**src/rtl/spi_reg_bank.sv**
```systemverilog
// spi_reg_bank
//   Write-only SPI (mode 0) target that loads the PWM peripheral's configuration
//   registers. SCLK, COPI and nCS arrive asynchronously from pins. Each one is
//   synchronised into clk and then decoded as 16-bit frames sent MSB first:
//   {R/W, addr[6:0], data[7:0]}.
//
//   Parameters
//     SYNC_STAGES  flops per input synchroniser (>= 2); sets commit latency
//     MAX_ADDR     highest writable address; larger addresses are discarded
//
//   Ports
//     clk              system clock
//     rst_n            asynchronous active-low reset (synchronous release upstream)
//     sclk             SPI clock, idle low, data taken on its rising edge
//     copi             SPI serial data in
//     ncs              SPI chip select, active low
//     en_reg_out_7_0   reg 0x00: output enable, outputs 7..0
//     en_reg_out_15_8  reg 0x01: output enable, outputs 15..8
//     en_reg_pwm_7_0   reg 0x02: PWM select, outputs 7..0
//     en_reg_pwm_15_8  reg 0x03: PWM select, outputs 15..8
//     pwm_duty_cycle   reg 0x04: duty cycle (0x00 = 0 %, 0xFF = 100 %)
//     wr_strobe        one-clk pulse in the cycle a register is written
module spi_reg_bank #(
    parameter int SYNC_STAGES = 2,
    parameter int MAX_ADDR    = 4
) (
    input  logic       clk,
    input  logic       rst_n,
    input  logic       sclk,
    input  logic       copi,
    input  logic       ncs,
    output logic [7:0] en_reg_out_7_0,
    output logic [7:0] en_reg_out_15_8,
    output logic [7:0] en_reg_pwm_7_0,
    output logic [7:0] en_reg_pwm_15_8,
    output logic [7:0] pwm_duty_cycle,
    output logic       wr_strobe
);

    localparam logic [6:0] MAX_ADDR_C  = 7'(MAX_ADDR);
    localparam logic [4:0] FRAME_BITS  = 5'd16;
    localparam logic [4:0] CNT_SAT     = 5'd17;

    typedef enum logic [0:0] {
        IDLE  = 1'b0,
        SHIFT = 1'b1
    } state_t;

    // Synchroniser chains; the last stage is the only version decode ever uses.
    logic [SYNC_STAGES-1:0] sclk_sync_r;
    logic [SYNC_STAGES-1:0] copi_sync_r;
    logic [SYNC_STAGES-1:0] ncs_sync_r;
    logic                   sclk_hist_r;
    logic                   ncs_hist_r;

    logic sclk_s;
    logic copi_s;
    logic ncs_s;
    logic sclk_rise_s;
    logic ncs_rise_s;
    logic ncs_fall_s;

    state_t      state_r;
    state_t      state_next_s;
    logic [15:0] shift_r;
    logic [15:0] shift_next_s;
    logic [4:0]  bit_cnt_r;
    logic [4:0]  bit_cnt_next_s;
    logic        wr_en_s;

    logic [7:0] reg0_r;
    logic [7:0] reg1_r;
    logic [7:0] reg2_r;
    logic [7:0] reg3_r;
    logic [7:0] reg4_r;
    logic       wr_strobe_r;

    // Input synchronisers plus one history flop for edge detection.
    // ncs resets high so an idle bus is not mistaken for a frame start.
    always_ff @(posedge clk or negedge rst_n) begin
        if (!rst_n) begin
            sclk_sync_r <= {SYNC_STAGES{1'b0}};
            copi_sync_r <= {SYNC_STAGES{1'b0}};
            ncs_sync_r  <= {SYNC_STAGES{1'b1}};
            sclk_hist_r <= 1'b0;
            ncs_hist_r  <= 1'b1;
        end else begin
            sclk_sync_r <= {sclk_sync_r[SYNC_STAGES-2:0], sclk};
            copi_sync_r <= {copi_sync_r[SYNC_STAGES-2:0], copi};
            ncs_sync_r  <= {ncs_sync_r[SYNC_STAGES-2:0], ncs};
            sclk_hist_r <= sclk_sync_r[SYNC_STAGES-1];
            ncs_hist_r  <= ncs_sync_r[SYNC_STAGES-1];
        end
    end

    assign sclk_s      = sclk_sync_r[SYNC_STAGES-1];
    assign copi_s      = copi_sync_r[SYNC_STAGES-1];
    assign ncs_s       = ncs_sync_r[SYNC_STAGES-1];
    assign sclk_rise_s = sclk_s & ~sclk_hist_r;
    assign ncs_rise_s  = ncs_s & ~ncs_hist_r;
    assign ncs_fall_s  = ~ncs_s & ncs_hist_r;

    // Frame state, shift register and bit counter.
    always_ff @(posedge clk or negedge rst_n) begin
        if (!rst_n) begin
            state_r   <= IDLE;
            shift_r   <= 16'h0000;
            bit_cnt_r <= 5'd0;
        end else begin
            state_r   <= state_next_s;
            shift_r   <= shift_next_s;
            bit_cnt_r <= bit_cnt_next_s;
        end
    end

    // Next-state and commit decision. An ncs rise takes priority over an sclk
    // rise in the same cycle, so a trailing clock edge cannot add a bit. The
    // counter saturates one past a full frame so long frames stay rejected.
    always_comb begin
        state_next_s   = state_r;
        shift_next_s   = shift_r;
        bit_cnt_next_s = bit_cnt_r;
        wr_en_s        = 1'b0;
        case (state_r)
            IDLE: begin
                if (ncs_fall_s) begin
                    state_next_s   = SHIFT;
                    shift_next_s   = 16'h0000;
                    bit_cnt_next_s = 5'd0;
                end else begin
                    state_next_s = IDLE;
                end
            end
            SHIFT: begin
                if (ncs_rise_s) begin
                    state_next_s = IDLE;
                    if ((bit_cnt_r == FRAME_BITS) && shift_r[15] &&
                        (shift_r[14:8] <= MAX_ADDR_C)) begin
                        wr_en_s = 1'b1;
                    end else begin
                        wr_en_s = 1'b0;
                    end
                end else if (sclk_rise_s && !ncs_s) begin
                    shift_next_s = {shift_r[14:0], copi_s};
                    if (bit_cnt_r != CNT_SAT) begin
                        bit_cnt_next_s = bit_cnt_r + 5'd1;
                    end else begin
                        bit_cnt_next_s = bit_cnt_r;
                    end
                end else begin
                    state_next_s = SHIFT;
                end
            end
            default: begin
                state_next_s = IDLE;
            end
        endcase
    end

    // Configuration registers and the registered write strobe. An in-range
    // address with no backing register still strobes but stores nothing.
    always_ff @(posedge clk or negedge rst_n) begin
        if (!rst_n) begin
            reg0_r      <= 8'h00;
            reg1_r      <= 8'h00;
            reg2_r      <= 8'h00;
            reg3_r      <= 8'h00;
            reg4_r      <= 8'h00;
            wr_strobe_r <= 1'b0;
        end else begin
            wr_strobe_r <= wr_en_s;
            if (wr_en_s) begin
                case (shift_r[14:8])
                    7'd0:    reg0_r <= shift_r[7:0];
                    7'd1:    reg1_r <= shift_r[7:0];
                    7'd2:    reg2_r <= shift_r[7:0];
                    7'd3:    reg3_r <= shift_r[7:0];
                    7'd4:    reg4_r <= shift_r[7:0];
                    default: begin
                    end
                endcase
            end
        end
    end

    assign en_reg_out_7_0  = reg0_r;
    assign en_reg_out_15_8 = reg1_r;
    assign en_reg_pwm_7_0  = reg2_r;
    assign en_reg_pwm_15_8 = reg3_r;
    assign pwm_duty_cycle  = reg4_r;
    assign wr_strobe       = wr_strobe_r;

endmodule
```
**config.mk**
```make
export PLATFORM = sky130hd
export DESIGN_NAME = spi_reg_bank
export DESIGN_NICKNAME = d
export VERILOG_FILES = /design/src/rtl/spi_reg_bank.sv
export SDC_FILE = /design/constraint.sdc
export NUM_CORES = 1
export LEC_CHECK = 0
export ABC_AREA = 0
export BUFFER_PORTS_ARGS = -buffer_cell sky130_fd_sc_hd__buf_4
export CORE_ASPECT_RATIO = 2
export CORE_UTILIZATION = 55
export DETAILED_ROUTE_END_ITERATION = 10
export GPL_ROUTABILITY_DRIVEN = 0
export PLACE_DENSITY = 0.81
export SKIP_CTS_REPAIR_TIMING = 1
export SLEW_MARGIN = 20
export SYNTH_ARGS = -nofsm -noshare
export SYNTH_HDL_FRONTEND = slang
export SYNTH_SLANG_ARGS = --single-unit
```
**constraint.sdc**
```tcl
create_clock -name clk -period 2.45 [get_ports clk]
set_input_delay 0.49 -clock clk [delete_from_list [all_inputs] [get_ports clk]]
set_output_delay 0.49 -clock clk [all_outputs]
set_load 0.01 [all_outputs]
```
==> summary.md <==
The number of violations reported at the end of detailed-routing iteration 0 is 51. The number of setup violations in the final report is 0. For the core area, the log shows 4950 um^2.

In this run the worst path has a maximum fanout of 8. For the worst setup path, the data required time is 2.67 ns. Dividing the detail-routed via count by the number of cells gives 5.80.

The final critical path takes up 82.0% of the cycle. Before antenna repair, the detailed router went through 4 iterations. The tool flagged a number of max-cap violations equal to 0. Traced cell by cell, the critical path runs through inv_1, ha_1, nor4bb_1, buf_4, nand4_2, mux2_2.

Global routing consumed, over all layers together, 23.5% of the routing resources. The kind of path behind the tightest hold check is input pin to async pin. The multi-input combinational cells in the finished layout cover a total of 1030 um^2.

Number of hold-slack violations in the final timing report: 0. Cell taking the most area after synthesis: dfrtp_1. At the pin with the least slew margin, the transition time is 0.867 ns. The tools report the deepest clock path buffer count as 2. The worst-case IR drop observed on VDD is 0.508 mV.

Measured along the x axis, the die boundary spans 53.2 um. For the initial antenna violation count, the log shows 0. The tools report the number of clock sinks as 71. The total wirelength of the detailed-routed design came out at 5690 um. Starting utilization of the core area: 58.1%. Counting the buffers created by CTS gives 9. The tools report the area of the die as 5540 um^2. The run gives 2210 um as the met1 wire length. The setup path with the least slack is of type register to register. In the post-synthesis netlist, the cell with the most instances is dfrtp_1. After clock tree synthesis, the clock-pin slew on the worst setup and hold paths is 0.07 ns. Top cell type's share of synthesized area: 59.1%.

In the final layout, flip-flops and latches occupy 1780 um^2. The worst setup path is captured at a register. Counting flops and latches in the post-synthesis netlist gives 71. The analysis attributes to cell leakage a power of 1.76 nW.

The clock tree skew after final layout came out at 0.0100 ns. STA classifies the critical path startpoint as a register. The detailed router placed 1,897 vias in this run.

Counting I/O delays and the setup requirement, the final critical path takes 2.01 ns. The flow ran to the end, and the final reports show no timing, DRC or antenna violations. After synthesis, the cell types taking the most area are dfrtp_1 (59%), mux2_2 (16%), nand3_1 (3.1%). The placed cell area was 3270 um^2.

The fraction of registers with async set/reset was 100%. The final core utilization was 70.6%. Summed over all layers, the global routing overflow is 0. Headroom to the max-slew limit came out at 42.2%. The area growth from synthesis to final layout came out at 21.5%. The commonest cells after synthesis are dfrtp_1 (68), mux2_2 (40), nand2_1 (20), nand3_1 (18), o21ai_0 (12). In this run the count of I/O pins placed on the die edge is 46. In this run the number of H-tree levels came out at 3. For the number of warnings printed during yosys synthesis, the log shows 0. The wire length on met3 was 204 um.

The logs give 1,865 for the via count of the first global-routing pass and 9180 um for the first-pass GRT wire length. The run gives 223 as the net count after synthesis. The total power was 0.00245 W. Final net count: 273. The count of port buffers added during placement was 45; the number of inserted diodes was 0.

Setup repair after global routing left no endpoint under its margin. The cell area that synthesis handed to floorplanning was 2880 um^2. After detailed routing, no signal wire sits above met4.

After filler insertion, the fill cell instance count of the layout stands at 361. The final routed DRC violation total is 0, and the count of flip-flops with a built-in enable after synthesis is 0. The data arrival time of the worst path was 2.23 ns; the max-slew violation total from the final report was 0.

Insertion delay of the later-clocked pin in the worst-skew pair: 0.34 ns. TritonCTS built the clock tree. In the final timing run, aggregate negative setup slack is 0 ns.

The synthesized area per cell is 13.4 um^2, and the wire length on met2 is 3180 um. The HPWL after detailed placement is 3810 um. On the worst path, the slowest cell contributes a delay of 0.41 ns. In this run the vertical extent of the chip is 104 um.

Maximum clock frequency: 498 MHz. With fillers left out, the area of the finished cells amounts to 3500 um^2. Register-to-register setup slack: 0.44 ns. The root buffer cell chosen for the clock tree is clkbuf_8. The run gives 31 as the number of library cell types mapped by synthesis. The standard-cell row count is 36. The count of nets left with antenna violations once routing finished came out at 0. The largest individual stage delay along the critical path comes from the cell dfrtp_1. The pin count of the biggest net entering global routing is 72, and the number of instances in the synthesized netlist is 215.

Dividing total power by cell area gives a power density of 700 nW/um^2. The predominant post-synthesis flop cell was dfrtp_1. In the final layout, the share of cells above drive strength 1 is 42.2%.

The share of the Yosys chip area taken by registers is 61.9%. The routed wirelength normalized by instance count works out to 17.4 um.
[registers in the layout, indices dropped and copies added, names as in the netlist]
name	count
bit_cnt_r	5
sclk_hist_r	1
wr_strobe	1
en_reg_out_7_0	8
ncs_sync_r	2
pwm_duty_cycle	8
sclk_sync_r	2
en_reg_pwm_15_8	8
en_reg_out_15_8	8
shift_r	16
ncs_hist_r	1
state_r	1
en_reg_pwm_7_0	8
copi_sync_r	2
[metrics by stage]
stage / hold slack [ns] / std cells / setup WS [ns]
global placement: 0.335 / 311 / 0.506
detailed placement: 0.346 / 311 / 0.421
floorplan: 0.194 / 215 / 0.744
finish: 0.251 / 327 / 0.442
global route: 0.230 / 327 / 0.326
CTS: 0.230 / 327 / 0.429
[cells in the final DEF (no fill, tap or decap), types with 4 or more instances in the layout]
master	synthesis	routed
mux2_2	40	40
clkbuf_8	0	11
nand3_1	18	18
o21ai_1	5	5
nand4_2	5	5
o21ai_0	12	12
inv_1	4	4
dfrtp_1	68	68
buf_4	0	50
nand2_1	20	20
[layer usage]
layer,up-vias,global-route usage [%]
met3,8,5.85
li1,873,-
met2,43,38.9
met5,-,0
met1,973,27.0
met4,0,11.8
[area by class of cell]
cell class,instances,area share (%)
Sequential cell,71,50.9
Multi-Input combinational cell,129,29.5
Timing Repair Buffer,50,10.7
Clock buffer,13,4.55
Tap cell,57,2.04
Clock inverter,3,1.86
Inverter,4,0.429
[power breakdown]
group	switching (W)	total [W]	internal, W
clock	0.000408	0.00104	0.000628
combinational	0.000103	0.000160	0.0000568
sequential	0.0000402	0.00125	0.00121
total	0.000552	0.00245	0.00190
[worst paths after layout]
kind	start	endpoint	cells past startpoint
worst max-delay path	bit_cnt_r[0]$_DFFE_PN0P_	en_reg_out_7_0[7]$_DFFE_PN0P_	6
worst min-delay path	rst_n	shift_r[14]$_DFFE_PN0P_	1
worst max register to register	bit_cnt_r[0]$_DFFE_PN0P_	en_reg_out_7_0[7]$_DFFE_PN0P_	6
worst min register to register	copi_sync_r[0]$_DFF_PN0_	copi_sync_r[1]$_DFF_PN0_	0
max in group asynchronous	rst_n	pwm_duty_cycle[0]$_DFFE_PN0P_	1
min in group clk	sclk	sclk_sync_r[0]$_DFF_PN0_	1
[worst max-delay path, delay by kind of cell (launching register included)]
family                     cells  cell delay [ns]
muxes                          1             0.41
buffers and inverters          2             0.32
DFF                            1             0.41
and+or+nand+nor                2             0.61
adders and majority gates      1             0.15
[cell families after synthesis]
| group | after synthesis | share of synthesized area, % |
|---|---|---|
| buffers and inverters | 15 | 2.35 |
| muxes | 42 | 16.3 |
| AOI/OAI and AO/OA | 25 | 4.91 |
| adders and majority gates | 4 | 1.65 |
| DFF | 71 | 61.9 |
| and+or+nand+nor | 58 | 12.9 |
Note: power is estimated with default switching activity, not from simulation.
